`config.mk`:
```
export PLATFORM = sky130hd
export DESIGN_NAME = atb_funnel_arbiter
export DESIGN_NICKNAME = d
export VERILOG_FILES = /design/src/rtl/atb_funnel_arbiter.sv
export SDC_FILE = /design/constraint.sdc
export NUM_CORES = 1
export LEC_CHECK = 0
export ABC_AREA = 1
export CORE_AREA = 2 2 149 151
export CTS_CLUSTER_DIAMETER = 30
export CTS_CLUSTER_SIZE = 14
export DETAILED_ROUTE_END_ITERATION = 10
export DIE_AREA = 0 0 151 153
export HOLD_SLACK_MARGIN = 0.05
export PLACE_DENSITY = 0.64
export SLEW_MARGIN = 20
export SYNTH_ARGS = -nofsm -noshare
export SYNTH_HDL_FRONTEND = slang
export SYNTH_SLANG_ARGS = --single-unit
export TNS_END_PERCENT = 30
```
`constraint.sdc`:
```
create_clock -name clk_i -period 4 [get_ports clk_i]
set_input_delay 0.8 -clock clk_i [delete_from_list [all_inputs] [get_ports clk_i]]
set_output_delay 0.8 -clock clk_i [all_outputs]
set_load 0.05 [all_outputs]
```
`src/rtl/atb_funnel_arbiter.sv`:
```
`default_nettype none
// ============================================================================
//  Module   : atb_funnel_arbiter
//  Purpose  : Packet-aware round-robin funnel. It shares one ATB master port
//             among NUM_SRC trace sources. A grant is held until the source
//             sends ATLAST or until HOLD_MAX beats have been sent. Sources can
//             be masked individually, and an ATB flush (AFVALID/AFREADY) is
//             sequenced across all enabled sources. The output goes through
//             a single registered slice.
//  Revision : 1.0  initial release
// ----------------------------------------------------------------------------
//  Ports
//    clk_i, rst_ni        clock, asynchronous active-low reset
//    cfg_enable_i         per-source enable; a disabled source is never granted
//    s_atvalid_i/id/data/last, s_atready_o
//                         packed per-source ATB slave side, src0 in the LSBs
//    s_afvalid_o, s_afready_i
//                         per-source flush request / flush complete
//    m_atvalid_o/id/data/last, m_atready_i
//                         registered ATB master side
//    flush_req_i          level flush request, sampled only while idle
//    flush_done_o         one-cycle pulse when the flush has completed
//    cur_src_o            index of the current (or most recent) grant
// ============================================================================
module atb_funnel_arbiter #(
    parameter int NUM_SRC    = 4,
    parameter int DATA_WIDTH = 64,
    parameter int ATID_WIDTH = 7,
    parameter int HOLD_MAX   = 8
) (
    input  logic                          clk_i,
    input  logic                          rst_ni,
    input  logic [NUM_SRC-1:0]            cfg_enable_i,
    input  logic [NUM_SRC-1:0]            s_atvalid_i,
    input  logic [NUM_SRC*ATID_WIDTH-1:0] s_atid_i,
    input  logic [NUM_SRC*DATA_WIDTH-1:0] s_atdata_i,
    input  logic [NUM_SRC-1:0]            s_atlast_i,
    output logic [NUM_SRC-1:0]            s_atready_o,
    output logic [NUM_SRC-1:0]            s_afvalid_o,
    input  logic [NUM_SRC-1:0]            s_afready_i,
    output logic                          m_atvalid_o,
    output logic [ATID_WIDTH-1:0]         m_atid_o,
    output logic [DATA_WIDTH-1:0]         m_atdata_o,
    output logic                          m_atlast_o,
    input  logic                          m_atready_i,
    input  logic                          flush_req_i,
    output logic                          flush_done_o,
    output logic [$clog2(NUM_SRC)-1:0]    cur_src_o
);

    localparam int SRC_W = $clog2(NUM_SRC);
    localparam int CNT_W = (HOLD_MAX > 1) ? $clog2(HOLD_MAX) : 1;

    // After reset the pointer sits on the last source, so src0 is searched first.
    localparam logic [SRC_W-1:0] c_PTR_RESET = SRC_W'(NUM_SRC - 1);
    localparam logic [CNT_W-1:0] c_CNT_LAST  = CNT_W'(HOLD_MAX - 1);

    typedef enum logic [1:0] {
        ST_IDLE  = 2'd0,
        ST_BURST = 2'd1,
        ST_FLUSH = 2'd2
    } state_t;

    state_t                  r_state;
    logic [SRC_W-1:0]        r_ptr;
    logic [SRC_W-1:0]        r_cur_src;
    logic [CNT_W-1:0]        r_beat_cnt;
    logic [NUM_SRC-1:0]      r_pend;
    logic                    r_flush_done;
    logic                    r_m_atvalid;
    logic [ATID_WIDTH-1:0]   r_m_atid;
    logic [DATA_WIDTH-1:0]   r_m_atdata;
    logic                    r_m_atlast;

    // ------------------------------------------------------------------------
    // Split the packed per-source buses into arrays indexed by source number.
    // ------------------------------------------------------------------------
    logic [ATID_WIDTH-1:0] w_src_id   [NUM_SRC];
    logic [DATA_WIDTH-1:0] w_src_data [NUM_SRC];

    generate
        for (genvar gi = 0; gi < NUM_SRC; gi++) begin : g_unpack
            assign w_src_id[gi]   = s_atid_i[gi*ATID_WIDTH +: ATID_WIDTH];
            assign w_src_data[gi] = s_atdata_i[gi*DATA_WIDTH +: DATA_WIDTH];
        end
    endgenerate

    // ------------------------------------------------------------------------
    // Round-robin search. The search starts at ptr+1 and wraps. The pointer's
    // own source is checked last, so a source that is the only requester can
    // be granted again after it has been forcibly released at HOLD_MAX.
    // ------------------------------------------------------------------------
    function automatic logic [SRC_W-1:0] rr_index(input logic [SRC_W-1:0] base,
                                                  input int               off);
        int sum;
        sum = int'(base) + off;
        if (sum >= NUM_SRC) begin
            sum = sum - NUM_SRC;
        end
        return SRC_W'(sum);
    endfunction

    logic [NUM_SRC-1:0] w_req;
    logic               w_found;
    logic [SRC_W-1:0]   w_winner;
    logic [SRC_W-1:0]   w_cand;

    assign w_req = s_atvalid_i & cfg_enable_i;

    always_comb begin
        w_found  = 1'b0;
        w_winner = r_ptr;
        w_cand   = r_ptr;
        for (int i = 1; i <= NUM_SRC; i++) begin
            w_cand = rr_index(r_ptr, i);
            if (!w_found && w_req[w_cand]) begin
                w_found  = 1'b1;
                w_winner = w_cand;
            end
        end
    end

    // ------------------------------------------------------------------------
    // Handshake with the granted source. The output slot is free when it is
    // empty or is draining this cycle. This gives one beat per cycle within a
    // grant. If the grant's enable drops, ready is withheld immediately.
    // ------------------------------------------------------------------------
    logic               w_slot_free;
    logic               w_grant_live;
    logic               w_accept;
    logic               w_release;
    logic [NUM_SRC-1:0] w_ready;

    assign w_slot_free  = !r_m_atvalid || m_atready_i;
    assign w_grant_live = (r_state == ST_BURST) && cfg_enable_i[r_cur_src];
    assign w_accept     = w_grant_live && w_slot_free && s_atvalid_i[r_cur_src];
    assign w_release    = w_accept && (s_atlast_i[r_cur_src] || (r_beat_cnt == c_CNT_LAST));

    always_comb begin
        w_ready = '0;
        if (w_grant_live && w_slot_free) begin
            w_ready[r_cur_src] = 1'b1;
        end
    end

    // ------------------------------------------------------------------------
    // Control state machine and output slice
    // ------------------------------------------------------------------------
    always_ff @(posedge clk_i or negedge rst_ni) begin
        if (!rst_ni) begin
            r_state      <= ST_IDLE;
            r_ptr        <= c_PTR_RESET;
            r_cur_src    <= '0;
            r_beat_cnt   <= '0;
            r_pend       <= '0;
            r_flush_done <= 1'b0;
            r_m_atvalid  <= 1'b0;
            r_m_atid     <= '0;
            r_m_atdata   <= '0;
            r_m_atlast   <= 1'b0;
        end else begin
            r_flush_done <= 1'b0;

            // The output slice keeps draining in every state, including FLUSH.
            if (w_accept) begin
                r_m_atvalid <= 1'b1;
                r_m_atid    <= w_src_id[r_cur_src];
                r_m_atdata  <= w_src_data[r_cur_src];
                r_m_atlast  <= s_atlast_i[r_cur_src];
            end else if (m_atready_i) begin
                r_m_atvalid <= 1'b0;
            end

            case (r_state)
                ST_IDLE: begin
                    // A flush request has priority over a new data grant.
                    if (flush_req_i) begin
                        r_state <= ST_FLUSH;
                        r_pend  <= cfg_enable_i;
                    end else if (w_found) begin
                        r_state    <= ST_BURST;
                        r_cur_src  <= w_winner;
                        r_ptr      <= w_winner;
                        r_beat_cnt <= '0;
                    end
                end

                ST_BURST: begin
                    // ATID labels every beat, so the grant can be released
                    // mid-packet without corrupting the trace stream.
                    if (!cfg_enable_i[r_cur_src]) begin
                        r_state <= ST_IDLE;
                    end else if (w_accept) begin
                        r_beat_cnt <= r_beat_cnt + 1'b1;
                        if (w_release) begin
                            r_state <= ST_IDLE;
                        end
                    end
                end

                ST_FLUSH: begin
                    r_pend <= r_pend & ~s_afready_i;
                    // Done only after every source has acknowledged and the
                    // last buffered beat has left the output register.
                    if ((r_pend == '0) && !r_m_atvalid) begin
                        r_flush_done <= 1'b1;
                        r_state      <= ST_IDLE;
                    end
                end

                default: begin
                    r_state <= ST_IDLE;
                end
            endcase
        end
    end

    assign s_atready_o  = w_ready;
    assign s_afvalid_o  = r_pend;
    assign m_atvalid_o  = r_m_atvalid;
    assign m_atid_o     = r_m_atid;
    assign m_atdata_o   = r_m_atdata;
    assign m_atlast_o   = r_m_atlast;
    assign flush_done_o = r_flush_done;
    assign cur_src_o    = r_cur_src;

endmodule
`default_nettype wire

```
==> out/metrics.sh, run 1 <==
STATUS='finished clean'
FIRST_GLOBAL_VIAS=6137
SYNTH_ADDER_AREA_SHARE_PCT=0.4825
MAX_FREQ_MHz=312.0
MAX-VDD-IR-DROP_mV=0.2850
P_SEQ_SHARE_PCT=22.8
SYNTH_MOST_COMMON_CELL='sky130_fd_sc_hd__nand2_1'
RSZ0062_AT_GRT='no'
DRT-PASS1-ITER-COUNT=4
DRTITER0DRC=334
GRT_FIRST_PASS_WIRELENGTH_UM=33950
SEQ_AREA_FRAC_SYNTH_PCT=42.03
SLOWEST_STAGE='sky130_fd_sc_hd__clkdlybuf4s50_1'
POST_SYNTH_AND_OR_NAND_NOR_AREA_FRACTION_PCT=31.00
CRITPATHLAUNCH='cfg_enable_i[2]'
WL_UM=22700
CLOCK_PATH_BUFFERS=2
WORSTHOLDSTART='m_atdata_o[9]'
CLOCK_SINK_COUNT=87
SYN-MEAN-INSTANCE-AREA_UM2=7.173
POSTCTSRESIZEDCELLS=0
FP.DIEH_UM=153
P_TOTAL_W=0.006230
WORST_SETUP_PATH_START_KIND='primary input'
ROUTE.DETAILED.WL_PER_INST_UM=16.58
AREA_ENCLOSED_BY_THE_DIE_BOUNDARY_UM2=23100
SYNTH_MUX_AREA_SHARE_PCT=0
WORSTSKEWPAIRLATENCY_PS=350
HOLD_CLASS='reg2reg'
FINCLKSKEW_PS=9.103
CAP_VIOLATIONS=0
YOSYS-TOP-CELLS-COUNT='sky130_fd_sc_hd__nand2_1 (373), sky130_fd_sc_hd__dfrtp_1 (85), sky130_fd_sc_hd__a221oi_1 (71), sky130_fd_sc_hd__o21ai_0 (38), sky130_fd_sc_hd__o21ai_1 (38)'
TOTAL_SWITCHING_POWER_W=0.003045
ROW_COUNT=54
P_LEAK_nW=4.247
GRT_OVERFLOW=0
DR_TOTAL_VIAS=6331
POST_SYNTH_INSTANCE_AREA_UM2=5186
FINAL-SETUP-VIOL-COUNT=0
YOSYS.AREA_SHARE.XOR_XNOR_PCT=0
NUMCTSBUFFERS=9
GRT_ANTENNA_BEFORE_REPAIR=1
BOUNDARYPINS=388
GRT_START_MAX_NET_PINS=72
SYNTH-COMPOUND-AREA-SHARE_PCT=19.88
SYNTHFLOPTYPE='sky130_fd_sc_hd__dfrtp_1'
SYNTH-WARNING-COUNT=0
LARGEST_CELLS_BY_AREA_AFTER_SYNTHESIS='sky130_fd_sc_hd__dfrtp_1 (41%), sky130_fd_sc_hd__nand2_1 (27%), sky130_fd_sc_hd__a221oi_1 (12%)'
LAYOUT_WORST_PATH_CYCLE_SHARE_PCT=80.12
SYN_NETS=1029
INITIAL_CORE_UTIL_PCT=24.14
FINISH.NET_COUNT=1389
ANT_NETS=0
CRITICAL_PATH.REG2REG.STARTPOINT='cur_src_o[0]'
WORST-SLEW-PIN-TRANSITION_PS=969.2
CRITPATHKIND='in2out'
GRT.TOTAL_USAGE_PCT=19.08
PLACE.PORT_BUFFERS=387
POSTSYNTHREGISTERBITS=87
SYNTH-EDFF-COUNT=0
DESIGN_AREA_UM2=9595
DRIVE_ABOVE_1_SHARE_PCT=3.404
TIMING.FINAL.WS_SETUP_PS=795.3
TRITONCTS='built'
POWER_SWITCHING_SHARE_PCT=48.87
TIMING.FINAL.CRIT_PERIOD_PS=3205
YOSYS.AREA.TOP_TYPE_SHARE_PCT=41.01
LAYOUT.FILLER_CELLS=2201
CRITICAL_PATH_REQUIRED_PS=3200
AREA_DELTA_SYNTH_FINAL_PCT=85.02
CRIT_PATH_END_KIND='output pin'
INTERNAL_POWER_W=0.003185
SETUP-TNS-FINAL_PS=0
CTS_HOLD_BUF=0
PATH_CELLS='clkdlybuf4s50_1 -> inv_1 -> o21ai_0 -> nand2_1 -> nand2_1 -> nand2_1 -> inv_1 -> nand2_1 -> nor3_1 -> buf_4'
VIASPERCELL=4.625
CPPEAKSTAGEDELAY_PS=500
DETAIL_ROUTE.DRC_VIOLATIONS=0
GPL_CONGESTION=0.8642
DRV_SLEW=0
PRE_CTS_SLACK_PS=822.1
COREAREA_UM2=21490
TIMING.CRITICAL_PATH.ARRIVAL_PS=2400
DIE_W_UM=151
LARGEST_FAMILY_OF_LOGIC_CELLS_BY_SYNTHESIZED_AREA='simple AND/OR/NAND/NOR gates'
HPWL_AFTER_DETAILED_PLACEMENT_UM=17510
POST-CTS-SETUP-BUFFERS=0
CTS_ROOT_BUF='sky130_fd_sc_hd__clkbuf_16'
PWR_DENSITY_CELL_nW_PER_UM2=649.3
FINALCOREUTILIZATION_PCT=44.66
PWR-SHARE-CLK_PCT=15.4
CLK_PIN_SLEW_PS=60
SYN-INSTANCE-COUNT=723
DETAILED_PLACE.AREA_UM2=9263
SYNTH_AREA_LEADER_CELL='sky130_fd_sc_hd__dfrtp_1'
CRITICAL_PATH.MAX_FANOUT=4
SYNTH_CELL_TYPE_COUNT=22
MAX-SLEW-MARGIN-REL_PCT=35.24
WORST_PATH_MOST_REPEATED_CELL='sky130_fd_sc_hd__nand2_1'
PWR-SHARE-COMB_PCT=61.7
ASYNC_RESET_FF_SHARE_PCT=100.0
TOTAL_NUMBER_OF_H_TREE_LEVELS=3
FINALHOLDVIOLATIONS=0
## state kept, by name (all words and copies together) (netlist names)
register	count
m_atlast_o	1
m_atdata_o	64
r_beat_cnt	3
flush_done_o	1
m_atid_o	7
cur_src_o	2
r_state	2
r_ptr	2
m_atvalid_o	1
s_afvalid_o	4
## area by class of cell
type	count	area, um2	area share [%]
clock buffers	11	232.7	2.425
well taps	280	350.3	3.651
flip-flops and latches	87	2180	22.71
multi-input cells	569	2688	28.01
repair buffers	397	3974	41.41
clock inverters	4	95.09	0.9910
inverters	19	71.32	0.7433
diodes	2	5.005	0.05216
## cells by family (layout without fill, tap and decap cells)
family          Yosys count  after routing
compound gates          152            152
other cells               0              2
buf+inv                  67            431
simple gates            415            415
fa+ha+maj                 2              2
flops                    87             87
## final timing paths
check,to,slack [ps],cells past startpoint
worst min-delay path,m_atdata_o[9],480,2
worst max-delay path,s_atready_o[2],800,10
worst min register to register,m_atdata_o[9],480,2
max in group asynchronous,m_atdata_o[26],2570,2
min in group asynchronous,m_atdata_o[58],580,1
worst max register to register,r_beat_cnt[0],1610,10
## worst max-delay path: cells and delay by family
| family | cells | cell delay, ps |
|---|---|---|
| compound gates | 1 | 150 |
| buf+inv | 4 | 870 |
| simple gates | 5 | 580 |
## through the flow
stage | hold slack, ps | std cells
2_1_floorplan | 445.9 | 723
3_3_place_gp | 464.9 | 1352
3_5_place_dp | 468.0 | 1352
4_1_cts | 483.6 | 1367
5_1_grt | 500.7 | 1368
6_report | 478.4 | 1369
## power groups by stage
stage	sequential, W	clock, W	combinational [W]
6_report	0.00142	0.000961	0.00385
4_1_cts	0.00142	0.000989	0.00390
3_3_place_gp	0.00143	0	0.00388
3_5_place_dp	0.00143	0	0.00389
5_1_grt	0.00147	0.00103	0.00418
2_1_floorplan	0.00236	0	0.00152
## layout by cell type, fill, tap and decap left out, types with 4 or more instances in the layout
master,instances
sky130_fd_sc_hd__nand2_1,373
sky130_fd_sc_hd__clkbuf_16,9
sky130_fd_sc_hd__nor2_1,14
sky130_fd_sc_hd__nor3_1,5
sky130_fd_sc_hd__clkdlybuf4s50_1,382
sky130_fd_sc_hd__o21ai_0,38
sky130_fd_sc_hd__a221oi_1,71
sky130_fd_sc_hd__nand3_1,16
sky130_fd_sc_hd__a21oi_1,4
sky130_fd_sc_hd__dfrtp_1,85
sky130_fd_sc_hd__buf_4,12
sky130_fd_sc_hd__inv_1,17
sky130_fd_sc_hd__o21ai_1,38
## metal layers
layer	track usage, %	part of all wire [%]	vias to the layer above
met2	32.88	49	261
li1	-	-	3163
met5	0	0	-
met3	4.209	7.7	31
met1	22.91	41	2876
met4	7.610	2.4	0
Power figures use the tool's default switching activity.
==> run 2: changes to the inputs <==
Settings changed: PLACE_DENSITY 0.64 to 0.66.
Clock period 4 ns to 2.8 ns, I/O delays scaled along.
==> run 2 against run 1 <==
  * Register-to-register slack worse by 960 ps
  * Utilization rose by 0.70 points
  * Design area increased by 1.6%
  * Clock skew fell by 1.7 ps
  * First-iteration DRC count increased by 6.3%
  * Via count rose by 0.77%
  * Sequential power up 44%
  * Hold slack worse by 280 ps
==> out/metrics.sh, run 2 (synthesis gave the netlist of run 1 again) <==
TIMING.FINAL.WS_SETUP_PS=58.01  # -737.3 ps
BOUNDARYPINS=388  # unchanged
GRT_FIRST_PASS_WIRELENGTH_UM=34380  # +1.3%
GRT_START_MAX_NET_PINS=84  # +17%
GPL_CONGESTION=0.8554  # -1.0%
DETAILED_PLACE.AREA_UM2=9453  # +2.1%
LARGEST_REG_FLOPS=64  # unchanged
PRE_CTS_SLACK_PS=75.92  # -746.2 ps
FINALHOLDVIOLATIONS=0  # unchanged
PWR_DENSITY_CELL_nW_PER_UM2=913.7  # +41%
WORST-R2R-SETUP-SLACK_PS=650  # -960 ps
HIGHEST_COUNT_CELLS_IN_THE_LAYOUT_IGNORING_FILL_AND_TAPS='sky130_fd_sc_hd__clkdlybuf4s50_1 (382), sky130_fd_sc_hd__nand2_1 (373), sky130_fd_sc_hd__dfrtp_1 (84)'
WORSTSKEWPAIRLATENCY_PS=340  # about the same
GRT_ANTENNA_BEFORE_REPAIR=3  # +2
PLACE.PORT_BUFFERS=387  # unchanged
FIRST_GLOBAL_VIAS=6274  # +2.2%
CRITPATHKIND='in2out'
FINISH.NET_COUNT=1401  # +0.86%
GRT.TOTAL_USAGE_PCT=19.31  # +0.24 points
CLOCK_PATH_BUFFERS=2  # unchanged
WORST_SETUP_PATH_START_KIND='primary input'
AREA_DELTA_SYNTH_FINAL_PCT=87.94
CRITICAL_PATH.MAX_FANOUT=4  # unchanged
MAX_FREQ_MHz=364.7
STATUS='finished clean'
DRT-PASS1-ITER-COUNT=4  # unchanged
RSZ0062_AT_GRT='yes'
TRITONCTS='built'
FINAL-SETUP-VIOL-COUNT=0  # unchanged
MAX-SLEW-MARGIN-REL_PCT=55.90  # +21 points
FINCLKSKEW_PS=7.434  # -1.669 ps
GRT_OVERFLOW=0  # unchanged
FP.DIEH_UM=153  # unchanged
DESIGN_AREA_UM2=9747  # +1.6%
DRIVE_ABOVE_1_SHARE_PCT=4.818  # +1.4 points
DR_TOTAL_VIAS=6380  # +0.77%
NUMCTSBUFFERS=9  # unchanged
CLK_PIN_SLEW_PS=70  # about the same
CTS_ROOT_BUF='sky130_fd_sc_hd__clkbuf_16'
HPWL_AFTER_DETAILED_PLACEMENT_UM=18150  # +3.6%
LAYOUT_WORST_PATH_CYCLE_SHARE_PCT=97.93
CRITPATHLAUNCH='cfg_enable_i[2]'
COREAREA_UM2=21490  # unchanged
DETAIL_ROUTE.DRC_VIOLATIONS=0  # unchanged
CRITICAL_PATH.REG2REG.STARTPOINT='cur_src_o[1]'
TOTAL_NUMBER_OF_H_TREE_LEVELS=3  # unchanged
DRV_SLEW=0  # unchanged
MAX-VDD-IR-DROP_mV=0.3831  # +34%
DIE_W_UM=151  # unchanged
ANT_NETS=0  # unchanged
INITIAL_CORE_UTIL_PCT=24.14  # unchanged
CRITICAL_PATH_REQUIRED_PS=2240  # -960 ps
TIMING.CRITICAL_PATH.ARRIVAL_PS=2180  # -220 ps
CRIT_PATH_END='s_atready_o[1]'
CRIT_PATH_END_KIND='output pin'
FINAL_COMMON_CELL='sky130_fd_sc_hd__clkdlybuf4s50_1'
WORST_R2R_PATH_DEPTH=7  # -3
AREA_ENCLOSED_BY_THE_DIE_BOUNDARY_UM2=23100  # unchanged
DRTITER0DRC=355  # +6.3%
ROW_COUNT=54  # unchanged
TIMING.FINAL.CRIT_PERIOD_PS=2742
CLOCK_SINK_COUNT=87  # unchanged
WL_UM=23160  # +2.0%
FINALCOREUTILIZATION_PCT=45.36  # +0.70 points
TIMING.RR.END='m_atdata_o[47]'
WORST_HOLD_SLACK_PS=198.3  # -280.1 ps
P_LEAK_nW=4.308  # +1.4%
CAP_VIOLATIONS=0  # unchanged
ROUTE.DETAILED.WL_PER_INST_UM=16.75  # +1.0%
WORST-SLEW-PIN-TRANSITION_PS=660.6  # -308.6 ps
VIASPERCELL=4.613  # -0.25%
HOLD_CLASS='in2async'
[run 2: through the flow]
stage | cells | total power [W] | setup TNS, ps
final | 1383 | 0.008906 | 0
after global placement | 1364 | 0.007776 | 0
after CTS | 1380 | 0.009042 | 0
after floorplan | 723 | 0.005544 | -370.9
after global routing | 1382 | 0.009537 | -113.7
after detailed placement | 1364 | 0.007833 | 0
[run 2: layout make-up]
| cell class | count | area (um2) |
|---|---|---|
| fillers | 2163 | 11740 |
| repair buffers | 409 | 4164 |
| multi-input cells | 569 | 2693 |
| flip-flops and latches | 87 | 2181 |
| well taps | 280 | 350.3 |
| clock buffers | 10 | 229.0 |
| inverters | 19 | 71.32 |
| clock inverters | 6 | 51.30 |
| diodes | 3 | 7.507 |
[run 2: metal layers]
layer | share of wire [%] | vias up | GRT usage (%)
li1 | - | 3188 | -
met1 | 40 | 2896 | 22.47
met2 | 49 | 268 | 34.39
met3 | 8.0 | 28 | 4.030
met4 | 2.5 | 0 | 7.477
met5 | 0 | - | 0
[run 2: worst max-delay path: stages]
cell and delay (ps):
sky130_fd_sc_hd__clkdlybuf4s50_1 500, sky130_fd_sc_hd__inv_1 60, sky130_fd_sc_hd__o21ai_0 140, sky130_fd_sc_hd__nand2_1 70
sky130_fd_sc_hd__nand2_1 100, sky130_fd_sc_hd__nand2_1 70, sky130_fd_sc_hd__inv_1 80, sky130_fd_sc_hd__nand2_1 120
sky130_fd_sc_hd__nor3_1 310, sky130_fd_sc_hd__buf_12 190
[run 2: worst min-delay path by stage]
| stage | from | end | slack [ps] | cells after the start |
|---|---|---|---|---|
| after global placement | m_atdata_o[9] | m_atdata_o[9] | 460 | 2 |
| after floorplan | rst_ni | cur_src_o[0] | 260 | 0 |
| after detailed placement | m_atlast_o | m_atlast_o | 470 | 2 |
| after global routing | rst_ni | m_atid_o[1] | 250 | 1 |
| final | rst_ni | m_atid_o[1] | 200 | 1 |
| after CTS | rst_ni | m_atvalid_o | 230 | 1 |
[run 2: what timing repair did]
item,4_1_cts,5_1_grt
gates resized for setup,0,2
hold buffers,0,0
setup endpoints to repair,0,3
setup buffers,0,0
[run 2: power breakdown]
part	leakage, nW	total, W	switching [W]	internal (W)
combinational	3.04	0.00570	0.00359	0.00211
sequential	1.13	0.00204	0.000330	0.00171
clock	0.134	0.00117	0.000551	0.000617
total	4.31	0.00891	0.00447	0.00444
==> run 3: changes to the inputs <==
Settings changed: CTS_CLUSTER_DIAMETER 30 to default.
==> results of run 3 <==
No change in the layout: final DEF, timing and power equal those of run 2.
